$ cat config.mk
export PLATFORM = sky130hd
export DESIGN_NAME = lsu_mem_arbiter
export DESIGN_NICKNAME = d
export VERILOG_FILES = /design/src/rtl/lsu_mem_arbiter_pkg.sv /design/src/rtl/lsu_mem_arbiter_pending_buf.sv /design/src/rtl/lsu_mem_arbiter.sv
export SDC_FILE = /design/constraint.sdc
export NUM_CORES = 1
export LEC_CHECK = 0
export ABC_AREA = 1
export ABC_CLOCK_PERIOD_IN_PS = 1750
export CORE_ASPECT_RATIO = 1.5
export CORE_MARGIN = 3
export CORE_UTILIZATION = 35
export DETAILED_ROUTE_END_ITERATION = 7
export PLACE_DENSITY = 0.72
export REMOVE_ABC_BUFFERS = 1
export SLEW_MARGIN = 20
export SYNTH_ARGS = -nofsm -noshare
export SYNTH_HDL_FRONTEND = slang
export SYNTH_SLANG_ARGS = --single-unit
$ cat constraint.sdc
create_clock -name clk -period 1.75 [get_ports clk]
set_clock_uncertainty 0.1 [all_clocks]
set_input_delay 0.35 -clock clk [delete_from_list [all_inputs] [get_ports clk]]
set_output_delay 0.35 -clock clk [all_outputs]
set_load 0.005 [all_outputs]
$ cat src/rtl/lsu_mem_arbiter_pkg.sv
// Shared types for the LSU memory arbiter: FSM states, the memory request
// struct used by both lanes and the pending buffer, and the lane count.
package lsu_mem_arbiter_pkg;

    localparam int ARB_NUM_LANES = 2;
    localparam int ARB_ADDR_W    = 32;
    localparam int ARB_DATA_W    = 32;

    typedef enum logic {
        ARB_IDLE = 1'b0,
        ARB_HOLD = 1'b1
    } arb_state_t;

    typedef struct packed {
        logic                  we;
        logic [ARB_ADDR_W-1:0] addr;
        logic [ARB_DATA_W-1:0] wdata;
    } mem_req_t;

endpackage

$ cat src/rtl/lsu_mem_arbiter_pending_buf.sv
// One-entry holding register for the lane-1 request deferred behind a
// same-cycle lane-0 request.
module arb_pending_buf
    import lsu_mem_arbiter_pkg::*;
(
    input  logic     clk,
    input  logic     rst,
    input  logic     load,
    input  logic     clear,
    input  mem_req_t din,
    output mem_req_t dout,
    output logic     valid
);

    always_ff @(posedge clk or negedge rst) begin
        if (!rst) begin
            dout  <= '0;
            valid <= 1'b0;
        end else if (load) begin
            dout  <= din;
            valid <= 1'b1;
        end else if (clear) begin
            valid <= 1'b0;
        end
    end

endmodule

$ cat src/rtl/lsu_mem_arbiter.sv
// Two-lane load/store arbiter for a single-port data memory, issuing same-cycle
// pairs in program order. Optional perf counters under ARB_PERF_CNT_EN.
module lsu_mem_arbiter
    import lsu_mem_arbiter_pkg::*;
#(
    parameter int ADDR_W = ARB_ADDR_W,
    parameter int DATA_W = ARB_DATA_W
) (
    input  logic              clk,
    input  logic              rst,
    input  logic              flush,
    input  logic              req_valid_0,
    output logic              req_ready_0,
    input  logic              req_we_0,
    input  logic [ADDR_W-1:0] req_addr_0,
    input  logic [DATA_W-1:0] req_wdata_0,
    input  logic              req_valid_1,
    output logic              req_ready_1,
    input  logic              req_we_1,
    input  logic [ADDR_W-1:0] req_addr_1,
    input  logic [DATA_W-1:0] req_wdata_1,
    output logic              rsp_valid_0,
    output logic [DATA_W-1:0] rsp_rdata_0,
    output logic              rsp_valid_1,
    output logic [DATA_W-1:0] rsp_rdata_1,
`ifdef ARB_PERF_CNT_EN
    output logic [31:0]       conflict_cnt,
    output logic [31:0]       flush_drop_cnt,
`endif
    output logic              mem_read_en,
    output logic              mem_write_en,
    output logic [ADDR_W-1:0] mem_addr,
    output logic [DATA_W-1:0] mem_wdata,
    input  logic [DATA_W-1:0] mem_rdata
);

    arb_state_t               state;
    arb_state_t               next_state;
    mem_req_t                 lane0_req;
    mem_req_t                 lane1_req;
    mem_req_t                 pend_req;
    mem_req_t                 sel_req;
    logic                     pend_valid;
    logic                     buf_load;
    logic                     buf_clear;
    logic [ARB_NUM_LANES-1:0] issue_oh;
    logic                     issue_any;

    assign lane0_req = '{we: req_we_0, addr: req_addr_0, wdata: req_wdata_0};
    assign lane1_req = '{we: req_we_1, addr: req_addr_1, wdata: req_wdata_1};

    arb_pending_buf u_pending_buf (
        .clk   (clk),
        .rst   (rst),
        .load  (buf_load),
        .clear (buf_clear),
        .din   (lane1_req),
        .dout  (pend_req),
        .valid (pend_valid)
    );

    always_ff @(posedge clk or negedge rst) begin
        if (!rst) begin
            state <= ARB_IDLE;
        end else begin
            state <= next_state;
        end
    end

    // Issue is gated by reset so the memory port is quiet while rst is low.
    always_comb begin
        next_state  = state;
        issue_oh    = '0;
        sel_req     = '0;
        buf_load    = 1'b0;
        buf_clear   = 1'b0;
        req_ready_0 = 1'b0;
        req_ready_1 = 1'b0;
        if (rst) begin
            unique case (state)
                ARB_IDLE: begin
                    if (!flush) begin
                        req_ready_0 = 1'b1;
                        req_ready_1 = 1'b1;
                        if (req_valid_0) begin
                            issue_oh[0] = 1'b1;
                            sel_req     = lane0_req;
                            if (req_valid_1) begin
                                buf_load   = 1'b1;
                                next_state = ARB_HOLD;
                            end
                        end else if (req_valid_1) begin
                            issue_oh[1] = 1'b1;
                            sel_req     = lane1_req;
                        end
                    end
                end
                ARB_HOLD: begin
                    buf_clear  = 1'b1;
                    next_state = ARB_IDLE;
                    if (!flush && pend_valid) begin
                        issue_oh[1] = 1'b1;
                        sel_req     = pend_req;
                    end
                end
                default: next_state = ARB_IDLE;
            endcase
        end
    end

    assign issue_any    = |issue_oh;
    assign mem_read_en  = issue_any && !sel_req.we;
    assign mem_write_en = issue_any && sel_req.we;
    assign mem_addr     = sel_req.addr;
    assign mem_wdata    = sel_req.wdata;

    // Stores answer with zero data; rdata holds between responses.
    always_ff @(posedge clk or negedge rst) begin
        if (!rst) begin
            rsp_valid_0 <= 1'b0;
            rsp_rdata_0 <= '0;
            rsp_valid_1 <= 1'b0;
            rsp_rdata_1 <= '0;
        end else begin
            rsp_valid_0 <= issue_oh[0];
            rsp_valid_1 <= issue_oh[1];
            if (issue_oh[0]) begin
                rsp_rdata_0 <= sel_req.we ? '0 : mem_rdata;
            end
            if (issue_oh[1]) begin
                rsp_rdata_1 <= sel_req.we ? '0 : mem_rdata;
            end
        end
    end

`ifdef ARB_PERF_CNT_EN
    always_ff @(posedge clk or negedge rst) begin
        if (!rst) begin
            conflict_cnt   <= '0;
            flush_drop_cnt <= '0;
        end else begin
            if (state == ARB_IDLE && req_valid_0 && req_valid_1) begin
                conflict_cnt <= conflict_cnt + 32'd1;
            end
            if (state == ARB_HOLD && flush && pend_valid) begin
                flush_drop_cnt <= flush_drop_cnt + 32'd1;
            end
        end
    end
`endif

endmodule

==> results of run 1 <==
==> flip-flops by register name (all words and copies together) (netlist names) <==
signal               flops
u_pending_buf.dout      65
rsp_rdata_0             32
rsp_rdata_1             32
rsp_valid_0              1
rsp_valid_1              1
state                    1
u_pending_buf.valid      1
==> through the flow <==
stage	area, µm²	TNS, ns	hold WS, ns	power [mW]
after global routing	13110	-68.48	0.01273	11.35
after detailed placement	10390	-124.36	0.1834	6.656
final	13110	-52.51	0.009589	10.86
after floorplan	6222	-369.73	-0.04559	4.870
after global placement	10390	-120.44	0.1840	6.592
after CTS	12010	-45.33	0.006063	10.45
==> synth_stat cells <==
cell type,count
nand2_1,455
dfrtp_1,133
nand3_1,132
a31oi_1,61
clkbuf_1,41
buf_2,22
inv_1,10
nor2_1,5
inv_2,4
o21ai_0,4
buf_1,2
o211ai_1,2
a21oi_2,1
buf_4,1
clkbuf_2,1
nand4_1,1
nor2_2,1
nor3_4,1
==> tightest hold or removal path, stage by stage <==
cell and delay (ns):
buf_6 0.07, buf_4 0.20, buf_4 0.26
==> power groups by stage <==
stage	clock, mW	combinational [mW]	sequential [mW]
3_5_place_dp	0	2.51	4.15
4_1_cts	3.54	2.79	4.12
2_1_floorplan	0	0.753	4.12
3_3_place_gp	0	2.46	4.14
6_report	3.50	3.11	4.24
5_1_grt	3.69	3.34	4.31
==> cells by family (layout without fill, tap and decap cells) <==
family / after synthesis / in the layout / synth area share
buf+inv: 81 / 524 / 0.05173
simple gates: 595 / 596 / 0.3713
flops: 133 / 133 / 0.5115
compound gates: 68 / 68 / 0.06538
==> final timing paths <==
check	startpoint	to	slack [ns]	cells past startpoint
hold reg to reg	u_pending_buf.dout[14]	u_pending_buf.dout[14]	0.37	2
setup / recovery	state	mem_wdata[6]	-0.64	8
hold / removal	rst	u_pending_buf.dout[28]	0.01	3
setup reg to reg	state	rsp_rdata_0[31]	-0.25	11
min in group clk	u_pending_buf.dout[14]	u_pending_buf.dout[14]	0.37	2
max in group asynchronous	rst	u_pending_buf.dout[27]	0.55	3
==> layer usage <==
metal | vias up | global-route usage
met3 | 91 | 0.05105
met5 | - | 0
met1 | 4021 | 0.3125
met2 | 437 | 0.4918
li1 | 3735 | -
met4 | 2 | 0.08953
==> what timing repair did <==
action                                 4_1_cts  5_1_grt
cloned                                      18       22
endpoints found under the hold margin        2        0
hold buffers                                 1        0
pin swaps                                   59       52
setup endpoints to repair                  201      228
buffers inserted                            46       23
resized for setup                          418      206
==> area by class of cell <==
| cell class | count | area [µm²] |
|---|---|---|
| clock buffer | 18 | 429.2 |
| sequential | 133 | 3328 |
| tap | 248 | 310.3 |
| clock inverter | 14 | 140.1 |
| timing repair buffer | 478 | 5210 |
| fill | 1269 | 4981 |
| multi-input combinational | 664 | 3628 |
| inverter | 14 | 65.06 |
==> impl_metrics.env, run 1 <==
export IMPL_setup_viol=199
export IMPL_fin_crit_ns=2.386
export IMPL_worstHoldPathType="primary input to async pin"
export IMPL_core_um2=18090
export IMPL_drv_slew=0
export IMPL_yosysUniqueCellTypes=18
export IMPL_fp_dieArea_um2=20300
export IMPL_drive_gt1_frac=0.3490
export IMPL_std_cell_rows=60
export IMPL_die_h_um=173.0
export IMPL_report_final_hold_viol_count=0
export IMPL_tightest_slew_ns=1.019
export IMPL_wl_met2_mm=16.48
export IMPL_top_layer_used="met5"
export IMPL_fin_cells=1569
export IMPL_ys_seq_area_frac=0.5115
export IMPL_gr_total_overflow=0
export IMPL_powerDensity_nw_per_um2=828.1
export IMPL_track_usage=0.2680
export IMPL_layout_setup_ws_ns=-0.6358
export IMPL_syn2layout_area_growth_pct=101.5
export IMPL_critPathLaunchType="register"
export IMPL_p_int_mw=7.544
export IMPL_wl_mm=31.75
export IMPL_io_buffers=300
export IMPL_vias_per_cell=5.281
export IMPL_synth_top_area_cell="dfrtp_1"
export IMPL_first_pass_iters=5
export IMPL_ios=301
export IMPL_crit_fanout=5
export IMPL_gp_congestion=0.8333
export IMPL_clk_pin_slew_worst_paths_ns=0.07
export IMPL_yosys_warnings=0
export IMPL_hpwlAfterDp_mm=16.67
export IMPL_grt_antenna_before_repair=1
export IMPL_cts_tree="built"
export IMPL_route_met3_wl_mm=2.034
export IMPL_power_frac_seq=0.391
export IMPL_p_clk_frac=0.322
export IMPL_failed_checks="negative setup slack"
export IMPL_clock_fmax_mhz=419.1
export IMPL_synth_top_cell_area_share=0.5115
export IMPL_clkLatencyLatePin_ns=0.40
export IMPL_synth_area_um2=6506
export IMPL_met1_length_mm=11.95
export IMPL_cts_path_max_buffers=2
export IMPL_final_nets=1475
export IMPL_vias=8286
export IMPL_cpLargestDelayFamily="buffers and inverters"
export IMPL_relSlewSlack=0.3209
export IMPL_synth_cells=877
export IMPL_leakage_nw=6.588
export IMPL_drt_iter0_markers=738
export IMPL_initial_utilization=0.3596
export IMPL_crit_top_cell="buf_6"
export IMPL_sw_frac_of_total=0.3052
export IMPL_cts_sinks=133
export IMPL_cts_inserted_buffers=17
export IMPL_drv_cap=0
export IMPL_status="complete, but fails checks"
export IMPL_grt_pass1_vias=7869
export IMPL_p_switching_mw=3.313
export IMPL_dp_cells=1442
export IMPL_cts_root_buf="clkbuf_16"
export IMPL_grt_pass1_wl_mm=43.53
export IMPL_ant_nets=0
export IMPL_finalCritPeriodShare=1.363
export IMPL_avgSynthCellArea_um2=7.419
export IMPL_wl_per_cell_um=20.24
export IMPL_critPathCaptureType="output port"
export IMPL_rsz0062_at_grt="true"
export IMPL_antenna_cells=0
export IMPL_mostFrequentLayoutCells="nand2_1, clkdlybuf4s50_1, dfrtp_1"
export IMPL_slowest_delay_ns=0.44
export IMPL_irDropWorstVdd_mv=0.4913
export IMPL_cp_arrival_ns=1.94
export IMPL_die_w_um=117.3
export IMPL_required_ns=1.30
export IMPL_combPwrFrac=0.287
export IMPL_slowest_stage="dfrtp_1"
export IMPL_final_common_cell="nand2_1"
export IMPL_h_tree_depth=4
export IMPL_ys_ff_latch=133
export IMPL_pre_cts_ws_ns=-1.144
export IMPL_path_buf_inv=5
export IMPL_worstSetupPathType="register to output port"
export IMPL_cp_cell_sequence="buf_6 -> nor2_4 -> buf_6 -> buf_12 -> buf_16 -> nand2_4 -> a31oi_4 -> buf_6"
export IMPL_postLayoutCoreUtil=0.7247
export IMPL_synth_top_cells_by_area="dfrtp_1, nand2_1, nand3_1"
export IMPL_grt_max_degree=76
export IMPL_drc=0
(Power assumes the default switching activity.)
==> run 2, diff against run 1 <==
PLACE_DENSITY = 0.68   (was 0.72)
==> run 2 against run 1 <==
The run still ends with negative setup slack left. Die area is the same. Via count grew 5.7%. Routed wire length rose by 15%. Utilization increased by 5.3 points. Critical endpoint is now mem_addr[30]. Largest cell class unchanged.
==> impl_metrics.env, run 2 (synthesis results as in run 1) <==
export IMPL_power_frac_seq=0.377
export IMPL_drv_slew=0
export IMPL_required_ns=1.30
export IMPL_drc=0
export IMPL_drive_gt1_frac=0.4391
export IMPL_final_common_cell="nand2_1"
export IMPL_crit_fanout=5
export IMPL_gp_congestion=0.7733
export IMPL_grt_pass1_vias=8161
export IMPL_relSlewSlack=0.3715
export IMPL_ant_nets=0
export IMPL_p_int_mw=7.703
export IMPL_use_met1=0.3142
export IMPL_combPwrFrac=0.304
export IMPL_syn2layout_area_growth_pct=116.3
export IMPL_clkLatencyLatePin_ns=0.42
export IMPL_grt_max_degree=65
export IMPL_clock_fmax_mhz=399.9
export IMPL_hold_ws_ns=0.3811
export IMPL_tightest_slew_ns=0.9427
export IMPL_initial_utilization=0.3596
export IMPL_cts_path_max_buffers=2
export IMPL_use_met2=0.5275
export IMPL_slowest_delay_ns=0.44
export IMPL_fin_crit_ns=2.500
export IMPL_final_nets=1484
export IMPL_fin_cells=1580
export IMPL_h_tree_depth=4
export IMPL_drv_cap=0
export IMPL_vias_per_cell=5.543
export IMPL_tns_ns=-71.47
export IMPL_track_usage=0.2853
export IMPL_wl_per_cell_um=23.19
export IMPL_critPathLaunchType="register"
export IMPL_failed_checks="negative setup slack"
export IMPL_crit_top_cell="clkbuf_16"
export IMPL_gr_total_overflow=0
export IMPL_leakage_nw=6.806
export IMPL_largestRegisters="u_pending_buf.dout: 65 flops, rsp_rdata_0: 32 flops, rsp_rdata_1: 32 flops"
export IMPL_std_cell_rows=60
export IMPL_grt_antenna_before_repair=3
export IMPL_drt_iter0_markers=763
export IMPL_fp_dieArea_um2=20300
export IMPL_dp_cells=1433
export IMPL_hpwlAfterDp_mm=17.09
export IMPL_worstSetupPathType="register to output port"
export IMPL_die_h_um=173.0
export IMPL_report_final_hold_viol_count=0
export IMPL_largest_register_ffs=65
export IMPL_finalCritPeriodShare=1.429
export IMPL_seq_area_um2=3329
export IMPL_ios=301
export IMPL_first_pass_iters=5
export IMPL_cts_tree="built"
export IMPL_cts_sinks=133
export IMPL_status="complete, but fails checks"
export IMPL_critPathCaptureType="output port"
export IMPL_cp_arrival_ns=2.05
export IMPL_io_buffers=300
export IMPL_layout_setup_ws_ns=-0.7504
export IMPL_clk_pin_slew_worst_paths_ns=0.07
export IMPL_grt_pass1_wl_mm=45.82
export IMPL_worstHoldPathType="register to register"
export IMPL_n_fill_cell=1096
export IMPL_cts_root_buf="clkbuf_16"
export IMPL_sw_frac_of_total=0.3262
export IMPL_p_clk_frac=0.319
export IMPL_irDropWorstVdd_mv=0.6161
export IMPL_core_um2=18090
export IMPL_slowest_stage="dfrtp_2"
export IMPL_grt_met3_usage=0.05530
export IMPL_regMostFlops="u_pending_buf.dout"
export IMPL_mostFrequentLayoutCells="nand2_1, clkdlybuf4s50_1, nand2_2"
export IMPL_multi_input_area_um2=4297
export IMPL_vias=8758
export IMPL_p_switching_mw=3.730
export IMPL_cp_cell_sequence="buf_6 -> nor2_4 -> nand2_4 -> clkinv_4 -> buf_12 -> clkbuf_16 -> clkbuf_16 -> nand2_1 -> a31oi_1 -> buf_2"
export IMPL_rsz0062_at_grt="true"
export IMPL_wl_mm=36.65
export IMPL_setup_viol=207
export IMPL_die_w_um=117.3
export IMPL_busiest_layer="met2"
export IMPL_cts_inserted_buffers=17
export IMPL_powerDensity_nw_per_um2=812.5
run 2: final timing paths:
path	slack (ns)	end	cells after the start	startpoint
setup / recovery	-0.75	mem_addr[30]	10	state
hold / removal	0.38	rsp_rdata_0[19]	2	rsp_rdata_0[19]
setup reg to reg	-0.28	rsp_rdata_0[15]	10	state
hold reg to reg	0.38	rsp_rdata_0[19]	2	rsp_rdata_0[19]
max in group asynchronous	0.17	u_pending_buf.dout[15]	4	rst
min in group asynchronous	0.39	rsp_rdata_1[26]	3	rst
run 2: critical path, delay by kind of cell, from the launching register on:
family / cells / cell delay [ns]
AOI/OAI and AO/OA: 1 / 0.16
and+or+nand+nor: 3 / 0.25
DFF: 1 / 0.44
buffers and inverters: 6 / 0.78
run 2: through the flow:
step	cell area, µm²	total power, mW	utilization	setup WS (ns)
finish	14070	11.43	0.7777	-0.7504
floorplan	6222	4.870	-	-2.900
detailed placement	10270	6.617	0.5676	-0.9867
global placement	10270	6.559	0.5676	-0.9700
global route	14070	11.83	0.7777	-0.8063
CTS	12180	10.51	0.6730	-0.6536
run 2: repair_timing:
| item | in CTS | in global routing |
|---|---|---|
| setup endpoints to repair | 211 | 238 |
| resized for setup | 449 | 377 |
| hold buffers | 1 | 0 |
| cloned | 22 | 24 |
| pin swaps | 61 | 118 |
| endpoints found under the hold margin | 23 | 0 |
| setup buffers | 53 | 29 |
run 2: final cells by class:
cell class                 instances  area share
inverter                          14    0.005335
clock buffer                      17     0.03023
clock inverter                    15     0.01165
sequential                       133      0.2366
tap                              248     0.02205
multi-input combinational        664      0.3054
timing repair buffer             487      0.3884
antenna                            2   0.0003557
run 2: metal layers:
layer,wire length (µm),vias to the layer above
met5,13,-
met4,2658,2
met3,2604,192
met2,19450,548
met1,11920,4249
li1,-,3767
run 2: power by group through the flow:
stage | clock network (mW) | logic [mW] | registers [mW]
after floorplan | 0 | 0.753 | 4.12
after global placement | 0 | 2.44 | 4.12
after detailed placement | 0 | 2.48 | 4.13
after CTS | 3.64 | 2.77 | 4.11
after global routing | 3.79 | 3.68 | 4.36
final | 3.64 | 3.48 | 4.31
==> run 3, diff against run 2 <==
DONT_BUFFER_PORTS = 1   (was unset)
PLACE_DENSITY = 0.47   (was 0.68)
==> run 3 against run 2 <==
The run ends with negative hold slack, negative setup slack left. Cell area decreased by 28%. Sequential cell count did not move. Sequential share of layout area rose by 9.2 points. Highest routed layer is now met4. Total power is 16% lower. Hold slack got worse by 0.85 ns. Count of clock-buffer cells in the layout grew 2. First-iteration DRC count shrank 25%. Largest power group unchanged. Register-to-register slack better by 0.04 ns. Combinational power fell by 54%. Critical endpoint is now mem_addr[11]. Via count down 23%. Critical path depth fell by 4.
==> impl_metrics.env, run 3 (synthesis results as in run 1) <==
export IMPL_rr_startpoint="state"
export IMPL_drt_iter0_markers=573
export IMPL_die_w_um=117.3
export IMPL_hpwlAfterDp_mm=13.93
export IMPL_syn2layout_area_growth_pct=55.81
export IMPL_r2r_setup_slack_ns=-0.24
export IMPL_required_ns=1.30
export IMPL_ant_nets=0
export IMPL_vias=6782
export IMPL_cp_arrival_ns=1.81
export IMPL_grt_antenna_before_repair=0
export IMPL_r2r_end="u_pending_buf.dout[45]"
export IMPL_final_common_cell="nand2_1"
export IMPL_failed_checks="negative hold slack, negative setup slack"
export IMPL_wl_per_cell_um=19.58
export IMPL_worstSetupPathType="register to output port"
export IMPL_irDropWorstVdd_mv=0.5811
export IMPL_h_tree_depth=4
export IMPL_clkLatencyLatePin_ns=0.40
export IMPL_cts_root_buf="clkbuf_16"
export IMPL_ios=301
export IMPL_pre_cts_ws_ns=-0.1772
export IMPL_report_final_hold_viol_count=134
export IMPL_drc=0
export IMPL_critPathLaunch="state"
export IMPL_layout_setup_ws_ns=-0.5149
export IMPL_largestRegisters="u_pending_buf.dout: 65 flops, rsp_rdata_0: 32 flops, rsp_rdata_1: 32 flops"
export IMPL_first_pass_iters=5
export IMPL_regMostFlops="u_pending_buf.dout"
export IMPL_critPathLaunchType="register"
export IMPL_clock_fmax_mhz=441.5
export IMPL_cts_tree="built"
export IMPL_tns_ns=-45.31
export IMPL_fp_dieArea_um2=20300
export IMPL_final_nets=1170
export IMPL_cts_path_max_buffers=2
export IMPL_postLayoutCoreUtil=0.5603
export IMPL_grt_max_degree=140
export IMPL_antenna_cells=0
export IMPL_wl_mm=24.75
export IMPL_critPathCaptureType="output port"
export IMPL_gr_total_overflow=0
export IMPL_cts_hold_buf=98
export IMPL_gp_congestion=0.7884
export IMPL_std_cell_rows=60
export IMPL_grt_pass1_wl_mm=37.47
export IMPL_worstHoldPathType="primary input to async pin"
export IMPL_fin_crit_ns=2.265
export IMPL_die_h_um=173.0
export IMPL_clk_pin_slew_worst_paths_ns=0.06
export IMPL_tightest_slew_ns=0.6641
export IMPL_cts_sinks=133
export IMPL_io_buffers=0
export IMPL_drv_slew=0
export IMPL_vias_per_cell=5.366
export IMPL_setup_viol=199
export IMPL_powerDensity_nw_per_um2=942.1
export IMPL_track_usage=0.2276
export IMPL_cp_endpoint="mem_addr[11]"
export IMPL_finalCritPeriodShare=1.294
export IMPL_hold_ws_ns=-0.4649
export IMPL_cts_inserted_buffers=17
export IMPL_relSlewSlack=0.5558
export IMPL_leakage_nw=4.643
export IMPL_power_mw=9.550
export IMPL_drv_cap=0
export IMPL_largest_register_ffs=65
export IMPL_crit_fanout=8
export IMPL_mostFrequentLayoutCells="nand2_1, dfrtp_1, nand3_1"
export IMPL_initial_utilization=0.3596
export IMPL_drive_gt1_frac=0.2293
export IMPL_status="complete, but fails checks"
export IMPL_grt_pass1_vias=6864
export IMPL_rsz0062_at_grt="true"
export IMPL_r2r_cells=9
export IMPL_core_um2=18090
run 3: how the worst min path moves through the flow:
| stage | from | to | slack (ns) | depth (start not counted) |
|---|---|---|---|---|
| floorplan | rst | rsp_rdata_0[0] | -0.05 | 0 |
| global placement | rst | rsp_rdata_1[23] | -0.04 | 0 |
| detailed placement | rst | rsp_rdata_1[23] | -0.04 | 0 |
| CTS | rst | rsp_rdata_1[23] | -0.49 | 0 |
| global route | rst | rsp_rdata_0[23] | -0.50 | 0 |
| finish | rst | rsp_rdata_1[23] | -0.46 | 0 |
run 3: area by class of cell:
class,instances,area (µm²)
fillers,1587,7955
multi-input cells,663,3805
flip-flops and latches,133,3329
repair buffers,173,1996
clock buffers,19,442.9
well taps,248,310.3
clock inverters,13,171.4
inverters,14,77.57
repair inverters,1,5.005
run 3: per-stage QoR:
step | hold WS [ns] | area (µm²) | cells
floorplan | -0.04559 | 6222 | 810
global placement | -0.04217 | 6988 | 1102
detailed placement | -0.04212 | 6988 | 1102
CTS | -0.4882 | 9448 | 1254
global route | -0.5009 | 10140 | 1264
finish | -0.4649 | 10140 | 1264
run 3: layer usage:
metal	track usage	vias to the layer above	part of all wire
li1	-	3108	-
met2	0.4025	380	0.51
met3	0.05563	38	0.082
met1	0.2727	3256	0.39
met5	0	-	0
met4	0.07094	0	0.022
run 3: repair_timing:
| action | 4_1_cts | 5_1_grt |
|---|---|---|
| hold endpoints to repair | 261 | 134 |
| cloned | 7 | 3 |
| buffers inserted | 17 | 13 |
| resized for setup | 124 | 128 |
| pin swaps | 41 | 22 |
| setup endpoints to repair | 100 | 168 |
run 3: where the power goes:
part,switching (mW),internal (mW),leakage [nW]
clock network,1.41,2.31,0.300
logic,0.843,0.751,2.67
registers,0.495,3.74,1.68
total,2.75,6.80,4.64
run 3: worst max-delay path, cell delays in order, from the launching register on:
cell and delay [ns]:
dfrtp_2 0.45, buf_6 0.14, nor2_4 0.13, buf_12 0.18
nand2_1 0.12, a31oi_4 0.23, buf_4 0.14
